==> src/rtl/versacore_fp_unpack_if.sv <==
// Operand/result bus of the FP unpack stage: elastic operand input and
// elastic unpacked-result output grouped into one interface.
interface versacore_fp_unpack_if #(
    parameter int WIDTH     = 32,
    parameter int EXP_OUT_W = 10,
    parameter int MAN_OUT_W = 24
);
    logic                 in_valid_i;
    logic                 in_ready_o;
    logic [WIDTH-1:0]     in_data_i;
    logic [2:0]           in_fmt_i;

    logic                 out_valid_o;
    logic                 out_ready_i;
    logic                 out_sign_o;
    logic [EXP_OUT_W-1:0] out_exp_o;
    logic [MAN_OUT_W-1:0] out_man_o;
    logic [7:0]           out_info_o;
    logic [2:0]           out_fmt_o;
    logic                 out_fmt_err_o;

    modport slave (
        input  in_valid_i, in_data_i, in_fmt_i, out_ready_i,
        output in_ready_o, out_valid_o, out_sign_o, out_exp_o, out_man_o,
               out_info_o, out_fmt_o, out_fmt_err_o
    );

    modport master (
        output in_valid_i, in_data_i, in_fmt_i, out_ready_i,
        input  in_ready_o, out_valid_o, out_sign_o, out_exp_o, out_man_o,
               out_info_o, out_fmt_o, out_fmt_err_o
    );
endinterface

==> src/rtl/versacore_fp_unpack.sv <==
// Two-stage elastic unpack of a NaN-boxed FP32/FP16/FP8/FP16ALT operand into
// sign, unbiased exponent, normalized mantissa and class flags.
module versacore_fp_unpack #(
    parameter int WIDTH     = 32,
    parameter int EXP_OUT_W = 10,
    parameter int MAN_OUT_W = 24
) (
    input  logic                  clk_i,
    input  logic                  rst_ni,
    input  logic                  flush_i,
    versacore_fp_unpack_if.slave  bus
);

    typedef enum logic [2:0] {
        FMT_FP32    = 3'd0,
        FMT_FP64    = 3'd1,
        FMT_FP16    = 3'd2,
        FMT_FP8     = 3'd3,
        FMT_FP16ALT = 3'd4
    } fp_format_e;

    typedef struct packed {
        logic normal;
        logic subnormal;
        logic zero;
        logic inf;
        logic nan;
        logic signalling;
        logic quiet;
        logic boxed;
    } fp_info_t;

    function automatic logic [4:0] lzc23(input logic [22:0] v);
        lzc23 = 5'd0;
        for (int i = 0; i < 23; i++) begin
            if (v[i]) lzc23 = 5'(22 - i);
        end
    endfunction

    // Handshake: a transfer happens on an edge where valid && ready. Each
    // stage register loads whenever its own ready is high (empty, or the
    // downstream slot drains this edge); flush clears both valids.
    logic s1_valid, s2_valid;
    logic s1_ready, s2_ready;

    assign s2_ready       = !s2_valid || bus.out_ready_i;
    assign s1_ready       = !s1_valid || s2_ready;
    assign bus.in_ready_o = s1_ready;

    // ---------------- stage 1: field slicing and classification ----------
    logic        d_sign, d_emax, d_boxed, d_fmt_ok;
    logic [7:0]  d_e;
    logic [22:0] d_m;

    always_comb begin
        d_sign   = 1'b0;
        d_e      = 8'd0;
        d_m      = 23'd0;
        d_emax   = 1'b0;
        d_boxed  = 1'b1;
        d_fmt_ok = 1'b1;
        // Mantissa fields are stored MSB-aligned in 23 bits so stage 2 is format-agnostic.
        case (fp_format_e'(bus.in_fmt_i))
            FMT_FP32: begin
                d_sign = bus.in_data_i[31];
                d_e    = bus.in_data_i[30:23];
                d_m    = bus.in_data_i[22:0];
                d_emax = &bus.in_data_i[30:23];
            end
            FMT_FP16: begin
                d_sign  = bus.in_data_i[15];
                d_e     = {3'd0, bus.in_data_i[14:10]};
                d_m     = {bus.in_data_i[9:0], 13'd0};
                d_emax  = &bus.in_data_i[14:10];
                d_boxed = &bus.in_data_i[WIDTH-1:16];
            end
            FMT_FP8: begin
                d_sign  = bus.in_data_i[7];
                d_e     = {3'd0, bus.in_data_i[6:2]};
                d_m     = {bus.in_data_i[1:0], 21'd0};
                d_emax  = &bus.in_data_i[6:2];
                d_boxed = &bus.in_data_i[WIDTH-1:8];
            end
            FMT_FP16ALT: begin
                d_sign  = bus.in_data_i[15];
                d_e     = bus.in_data_i[14:7];
                d_m     = {bus.in_data_i[6:0], 16'd0};
                d_emax  = &bus.in_data_i[14:7];
                d_boxed = &bus.in_data_i[WIDTH-1:16];
            end
            default: d_fmt_ok = 1'b0;
        endcase
    end

    logic        s1_sign, s1_emax, s1_ezero, s1_mzero, s1_boxed, s1_fmt_ok;
    logic [7:0]  s1_e;
    logic [22:0] s1_m;
    logic [4:0]  s1_lz;
    logic [2:0]  s1_fmt;

    always_ff @(posedge clk_i or negedge rst_ni) begin
        if (!rst_ni) begin
            s1_valid  <= 1'b0;
            s1_sign   <= 1'b0;
            s1_e      <= 8'd0;
            s1_m      <= 23'd0;
            s1_lz     <= 5'd0;
            s1_emax   <= 1'b0;
            s1_ezero  <= 1'b0;
            s1_mzero  <= 1'b0;
            s1_boxed  <= 1'b0;
            s1_fmt_ok <= 1'b0;
            s1_fmt    <= 3'd0;
        end else begin
            if (flush_i)       s1_valid <= 1'b0;
            else if (s1_ready) s1_valid <= bus.in_valid_i;
            if (s1_ready && bus.in_valid_i) begin
                s1_sign   <= d_sign;
                s1_e      <= d_e;
                s1_m      <= d_m;
                s1_lz     <= lzc23(d_m);
                s1_emax   <= d_emax;
                s1_ezero  <= (d_e == 8'd0);
                s1_mzero  <= (d_m == 23'd0);
                s1_boxed  <= d_boxed;
                s1_fmt_ok <= d_fmt_ok;
                s1_fmt    <= bus.in_fmt_i;
            end
        end
    end

    // ---------------- stage 2: normalization ------------------------------
    logic [EXP_OUT_W-1:0] bias;
    logic                 n_sign, n_err;
    logic [EXP_OUT_W-1:0] n_exp;
    logic [23:0]          n_man;
    fp_info_t             n_info;

    assign bias = (s1_fmt == FMT_FP16 || s1_fmt == FMT_FP8) ? EXP_OUT_W'(15)
                                                            : EXP_OUT_W'(127);

    always_comb begin
        n_sign = s1_sign;
        n_exp  = '0;
        n_man  = 24'd0;
        n_info = '0;
        n_err  = 1'b0;
        if (!s1_fmt_ok) begin
            n_sign       = 1'b0;
            n_exp        = EXP_OUT_W'(128);
            n_man        = 24'hC0_0000;
            n_info.nan   = 1'b1;
            n_info.quiet = 1'b1;
            n_info.boxed = 1'b1;
            n_err        = 1'b1;
        end else if (!s1_boxed) begin
            n_sign       = 1'b0;
            n_exp        = bias + EXP_OUT_W'(1);
            n_man        = 24'hC0_0000;
            n_info.nan   = 1'b1;
            n_info.quiet = 1'b1;
        end else if (s1_emax) begin
            n_exp        = bias + EXP_OUT_W'(1);
            n_info.boxed = 1'b1;
            if (s1_mzero) begin
                n_info.inf = 1'b1;
            end else begin
                n_man             = {1'b1, s1_m};
                n_info.nan        = 1'b1;
                n_info.quiet      = s1_m[22];
                n_info.signalling = !s1_m[22];
            end
        end else if (s1_ezero) begin
            n_info.boxed = 1'b1;
            if (s1_mzero) begin
                n_info.zero = 1'b1;
            end else begin
                // 1 - bias - (lz+1) collapses to -bias - lz
                n_man            = {1'b0, s1_m} << (s1_lz + 5'd1);
                n_exp            = EXP_OUT_W'(0) - bias - EXP_OUT_W'(s1_lz);
                n_info.subnormal = 1'b1;
            end
        end else begin
            n_exp         = EXP_OUT_W'(s1_e) - bias;
            n_man         = {1'b1, s1_m};
            n_info.normal = 1'b1;
            n_info.boxed  = 1'b1;
        end
    end

    logic                 s2_sign, s2_err;
    logic [EXP_OUT_W-1:0] s2_exp;
    logic [MAN_OUT_W-1:0] s2_man;
    logic [7:0]           s2_info;
    logic [2:0]           s2_fmt;

    always_ff @(posedge clk_i or negedge rst_ni) begin
        if (!rst_ni) begin
            s2_valid <= 1'b0;
            s2_sign  <= 1'b0;
            s2_exp   <= '0;
            s2_man   <= '0;
            s2_info  <= 8'd0;
            s2_fmt   <= 3'd0;
            s2_err   <= 1'b0;
        end else begin
            if (flush_i)       s2_valid <= 1'b0;
            else if (s2_ready) s2_valid <= s1_valid;
            if (s2_ready && s1_valid) begin
                s2_sign <= n_sign;
                s2_exp  <= n_exp;
                s2_man  <= MAN_OUT_W'(n_man) << (MAN_OUT_W - 24);
                s2_info <= n_info;
                s2_fmt  <= s1_fmt;
                s2_err  <= n_err;
            end
        end
    end

    assign bus.out_valid_o   = s2_valid;
    assign bus.out_sign_o    = s2_sign;
    assign bus.out_exp_o     = s2_exp;
    assign bus.out_man_o     = s2_man;
    assign bus.out_info_o    = s2_info;
    assign bus.out_fmt_o     = s2_fmt;
    assign bus.out_fmt_err_o = s2_err;

endmodule
==> src/flat_wrapper.sv <==
// flat-port wrapper written by rule: the top's interface ports become plain ports
module versacore_fp_unpack_flat 
#(
    parameter int WIDTH     = 32,
    parameter int EXP_OUT_W = 10,
    parameter int MAN_OUT_W = 24
)
  (clk_i, rst_ni, flush_i, bus_in_valid_i, bus_in_data_i, bus_in_fmt_i, bus_out_ready_i, bus_in_ready_o, bus_out_valid_o, bus_out_sign_o, bus_out_exp_o, bus_out_man_o, bus_out_info_o, bus_out_fmt_o, bus_out_fmt_err_o);
  versacore_fp_unpack_if #(.WIDTH(WIDTH), .EXP_OUT_W(EXP_OUT_W), .MAN_OUT_W(MAN_OUT_W)) bus_i ();
  input  logic clk_i;
  input  logic rst_ni;
  input  logic flush_i;
  input wire logic [$bits(bus_i.in_valid_i)-1:0] bus_in_valid_i;
  input wire logic [$bits(bus_i.in_data_i)-1:0] bus_in_data_i;
  input wire logic [$bits(bus_i.in_fmt_i)-1:0] bus_in_fmt_i;
  input wire logic [$bits(bus_i.out_ready_i)-1:0] bus_out_ready_i;
  output wire logic [$bits(bus_i.in_ready_o)-1:0] bus_in_ready_o;
  output wire logic [$bits(bus_i.out_valid_o)-1:0] bus_out_valid_o;
  output wire logic [$bits(bus_i.out_sign_o)-1:0] bus_out_sign_o;
  output wire logic [$bits(bus_i.out_exp_o)-1:0] bus_out_exp_o;
  output wire logic [$bits(bus_i.out_man_o)-1:0] bus_out_man_o;
  output wire logic [$bits(bus_i.out_info_o)-1:0] bus_out_info_o;
  output wire logic [$bits(bus_i.out_fmt_o)-1:0] bus_out_fmt_o;
  output wire logic [$bits(bus_i.out_fmt_err_o)-1:0] bus_out_fmt_err_o;
  assign bus_i.in_valid_i = bus_in_valid_i;
  assign bus_i.in_data_i = bus_in_data_i;
  assign bus_i.in_fmt_i = bus_in_fmt_i;
  assign bus_i.out_ready_i = bus_out_ready_i;
  assign bus_in_ready_o = bus_i.in_ready_o;
  assign bus_out_valid_o = bus_i.out_valid_o;
  assign bus_out_sign_o = bus_i.out_sign_o;
  assign bus_out_exp_o = bus_i.out_exp_o;
  assign bus_out_man_o = bus_i.out_man_o;
  assign bus_out_info_o = bus_i.out_info_o;
  assign bus_out_fmt_o = bus_i.out_fmt_o;
  assign bus_out_fmt_err_o = bus_i.out_fmt_err_o;
  versacore_fp_unpack #(.WIDTH(WIDTH), .EXP_OUT_W(EXP_OUT_W), .MAN_OUT_W(MAN_OUT_W)) u_core (.clk_i(clk_i), .rst_ni(rst_ni), .flush_i(flush_i), .bus(bus_i));
endmodule
==> config.mk <==
export PLATFORM = sky130hd
export DESIGN_NAME = versacore_fp_unpack_flat
export DESIGN_NICKNAME = d
export VERILOG_FILES = /design/src/rtl/versacore_fp_unpack_if.sv /design/src/rtl/versacore_fp_unpack.sv /design/src/flat_wrapper.sv
export SDC_FILE = /design/constraint.sdc
export NUM_CORES = 1
export LEC_CHECK = 0
export ABC_AREA = 1
export CAP_MARGIN = 20
export CORE_AREA = 3 3 165 167
export DETAILED_ROUTE_END_ITERATION = 10
export DIE_AREA = 0 0 168 170
export SLEW_MARGIN = 20
export SYNTH_ARGS = -nofsm -noshare
export SYNTH_HDL_FRONTEND = slang
export SYNTH_SLANG_ARGS = --single-unit
==> constraint.sdc <==
create_clock -name clk_i -period 3.5 [get_ports clk_i]
set_input_delay 0.7 -clock clk_i [delete_from_list [all_inputs] [get_ports clk_i]]
set_output_delay 0.7 -clock clk_i [all_outputs]
set_load 0.05 [all_outputs]
==> flow_metrics.env <==
export IMPL_vias=5982
export IMPL_netlist_area_um2=5937
export IMPL_run_status="complete, no violations"
export IMPL_track_usage=0.1434
export IMPL_power_density_nw_per_um2=474.3
export IMPL_setup_tns_final_ns=0
export IMPL_leakagePower_nw=3.252
export IMPL_fin_crit_ns=2.903
export IMPL_overflow=0
export IMPL_synth_edf_count=0
export IMPL_globalplace_congestion=0.9645
export IMPL_clockBufferDepth=2
export IMPL_avgSynthCellArea_um2=7.366
export IMPL_cp_max_fo=3
export IMPL_core_area_um2=25910
export IMPL_rr_worst_depth=8
export IMPL_synth_most_common_cell="nand2_1"
export IMPL_r2r_setup_slack_ns=0.70
export IMPL_syn_num_nets=857
export IMPL_fin_crit_sh=0.8294
export IMPL_yosys_area_top_type="dfrtp_1"
export IMPL_ys_ff_latch=94
export IMPL_dieArea_um2=28560
export IMPL_hold_class="input port to asynchronous set/reset pin"
export IMPL_cts_max_level=3
export IMPL_grt_pass1_vias=5629
export IMPL_initial_utilization=0.2291
export IMPL_clkSinkCount=94
export IMPL_worst_path_most_repeated_cell="clkdlybuf4s50_1"
export IMPL_worst_setup_path_end_kind="output port"
export IMPL_die_w_um=168
export IMPL_met2_usage=0.2101
export IMPL_crit_slowest_cell="clkdlybuf4s50_1"
export IMPL_die_h_um=170
export IMPL_cts_root_buf="clkbuf_16"
export IMPL_finalClockSkew_ns=0.006156
export IMPL_post_cts_setup_buffers=0
export IMPL_clock_latency_ns=0.35
export IMPL_synth_common_cells="nand2_1, o21ai_0, dfrtp_1"
export IMPL_antenna_left=0
export IMPL_drive_gt1_frac=0.06554
export IMPL_synth_flop_cell="dfrtp_1"
export IMPL_numCtsBuffers=9
export IMPL_reg2reg_to="u_core.bus.out_man_o[1]$_DFFE_PN0P_"
export IMPL_critPathKind="input port to output port"
export IMPL_area_growth_pct=25.42
export IMPL_setup_viol=0
export IMPL_dr_pass1_iters=7
export IMPL_synth_cells=806
export IMPL_busiest_layer="met1"
export IMPL_worstPathArrival_ns=2.20
export IMPL_multi_input_area_um2=3053
export IMPL_yosys_warnings=0
export IMPL_start_kind="input port"
export IMPL_drc=0
export IMPL_worst_pin_slew_ns=0.7904
export IMPL_hold_viol=0
export IMPL_peakVddDrop_mv=0.2777
export IMPL_avgRoutedWirePerCell_um=17.06
export IMPL_yosysUniqueCellTypes=47
export IMPL_cts_resized=0
export IMPL_viasPerCell=4.903
export IMPL_rsz0062_at_grt="false"
export IMPL_io_pins=89
export IMPL_nFillCells=2843
export IMPL_use_met3=0.01580
export IMPL_drt_initial_drc_count=446
export IMPL_postLayoutCoreUtil=0.2874
export IMPL_cts_tree="done"
export IMPL_synth_seq_area_share=0.3962
export IMPL_insertedDiodeCount=0
export IMPL_antenna_found_initial=0
export IMPL_port_buffers=88
export IMPL_wl_mm=20.81
export IMPL_hold_buffers=0
export IMPL_grt_pass1_wl_mm=32.62
export IMPL_yosys_top_cells_area="dfrtp_1, nand2_1, o21ai_0"
export IMPL_path_cells="clkdlybuf4s50_1 -> inv_1 -> nand3_1 -> clkdlybuf4s50_1"
export IMPL_netlist_area_leader_share=0.3962
export IMPL_ys_async_sr_fraction=1.000
export IMPL_fin_nets=933
export IMPL_cap_violations=0
export IMPL_regArea_um2=2352
export IMPL_clk_pin_slew_ns=0.07
export IMPL_worstPathRequired_ns=2.80
export IMPL_slew_headroom=0.4731
export IMPL_rows=59
export IMPL_reg2reg_from="u_core.s1_lz[0]$_DFFE_PN0P_"
export IMPL_max_freq_mhz=344.5
export IMPL_slew_viol_final=0
export IMPL_grt_start_max_net_pins=62
export IMPL_grtUsageMet1=0.2224
export IMPL_cpPeakStageDelay_ns=0.84
export IMPL_dpl_hpwl_mm=16.47
==> per-layer routing <==
metal / vias to the layer above / routed length (um)
li1: 2899 / -
met1: 2818 / 10390
met2: 250 / 8730
met3: 15 / 1429
met4: 0 / 263
met5: - / 0
==> cells by family after synthesis <==
kind of cell | count (synthesis) | share of synthesized area
AOI/OAI and AO/OA | 229 | 0.2379
xor gates and xnor gates | 4 | 0.005900
adders and majority gates | 11 | 0.02318
buffers and inverters | 135 | 0.08957
DFF | 94 | 0.3962
muxes | 10 | 0.01686
and+or+nand+nor | 323 | 0.2303
==> state kept, by name, indices dropped and copies added (netlist names), 3 cells and up <==
name and cells:
u_core.bus.out_man_o 24, u_core.s1_fmt 3, u_core.bus.out_exp_o 10, u_core.s1_lz 5, u_core.bus.out_fmt_o 3, u_core.s1_e 8, u_core.bus.out_info_o 8, u_core.s1_m 23
==> worst max-delay path: cells and delay by family <==
family	cells	cell delay, ns
buffers and inverters	3	1.36
and+or+nand+nor	1	0.13
==> stage by stage <==
stage,instances,worst slack [ns],power (mW),instance area [um^2],hold WS [ns]
after detailed placement,1206,0.2660,2.623,7172,0.4706
final,1220,0.5972,3.532,7446,0.4365
after global routing,1220,0.2937,3.732,7446,0.5015
after CTS,1220,0.5661,3.550,7446,0.4660
after global placement,1206,0.3528,2.624,7172,0.4679
after floorplan,806,1.347,2.156,5937,0.4044
==> cell usage in the layout (no fill, tap or decap), drive strengths merged, types with 14 or more instances in the layout <==
master | Yosys | layout
a21oi | 35 | 35
clkdlybuf4s50 | 0 | 87
dfrtp | 94 | 94
o21ai | 115 | 115
nand2 | 200 | 200
nor2 | 67 | 67
buf | 12 | 14
inv | 96 | 96
nand3 | 31 | 31
a32oi | 19 | 19
==> final cells by class <==
class	count	share of cell area
Clock inverter	3	0.002857
Tap cell	335	0.05629
Timing Repair Buffer	101	0.1311
Inverter	99	0.04991
Multi-Input combinational cell	577	0.4100
Sequential cell	94	0.3159
Clock buffer	11	0.03394
==> how the worst max path moves through the flow <==
stage	start	to	slack, ns	depth (start not counted)
after global routing	bus_in_fmt_i[0]	u_core.s1_lz[0]$_DFFE_PN0P_	0.29	24
after floorplan	u_core.bus.out_valid_o$_DFFE_PN0P_	u_core.s1_fmt_ok$_DFFE_PN0P_	1.35	6
after detailed placement	bus_in_fmt_i[0]	u_core.s1_lz[0]$_DFFE_PN0P_	0.27	25
final	bus_out_ready_i	bus_in_ready_o	0.60	4
after global placement	bus_in_fmt_i[0]	u_core.s1_lz[0]$_DFFE_PN0P_	0.35	25
after CTS	bus_out_ready_i	bus_in_ready_o	0.57	4
==> power by group <==
part	switching (mW)	leakage [nW]	internal (mW)
Combinational	0.908	1.88	0.431
Clock	0.405	0.133	0.512
Sequential	0.0888	1.23	1.19
Note: power is estimated with default switching activity, not from simulation.
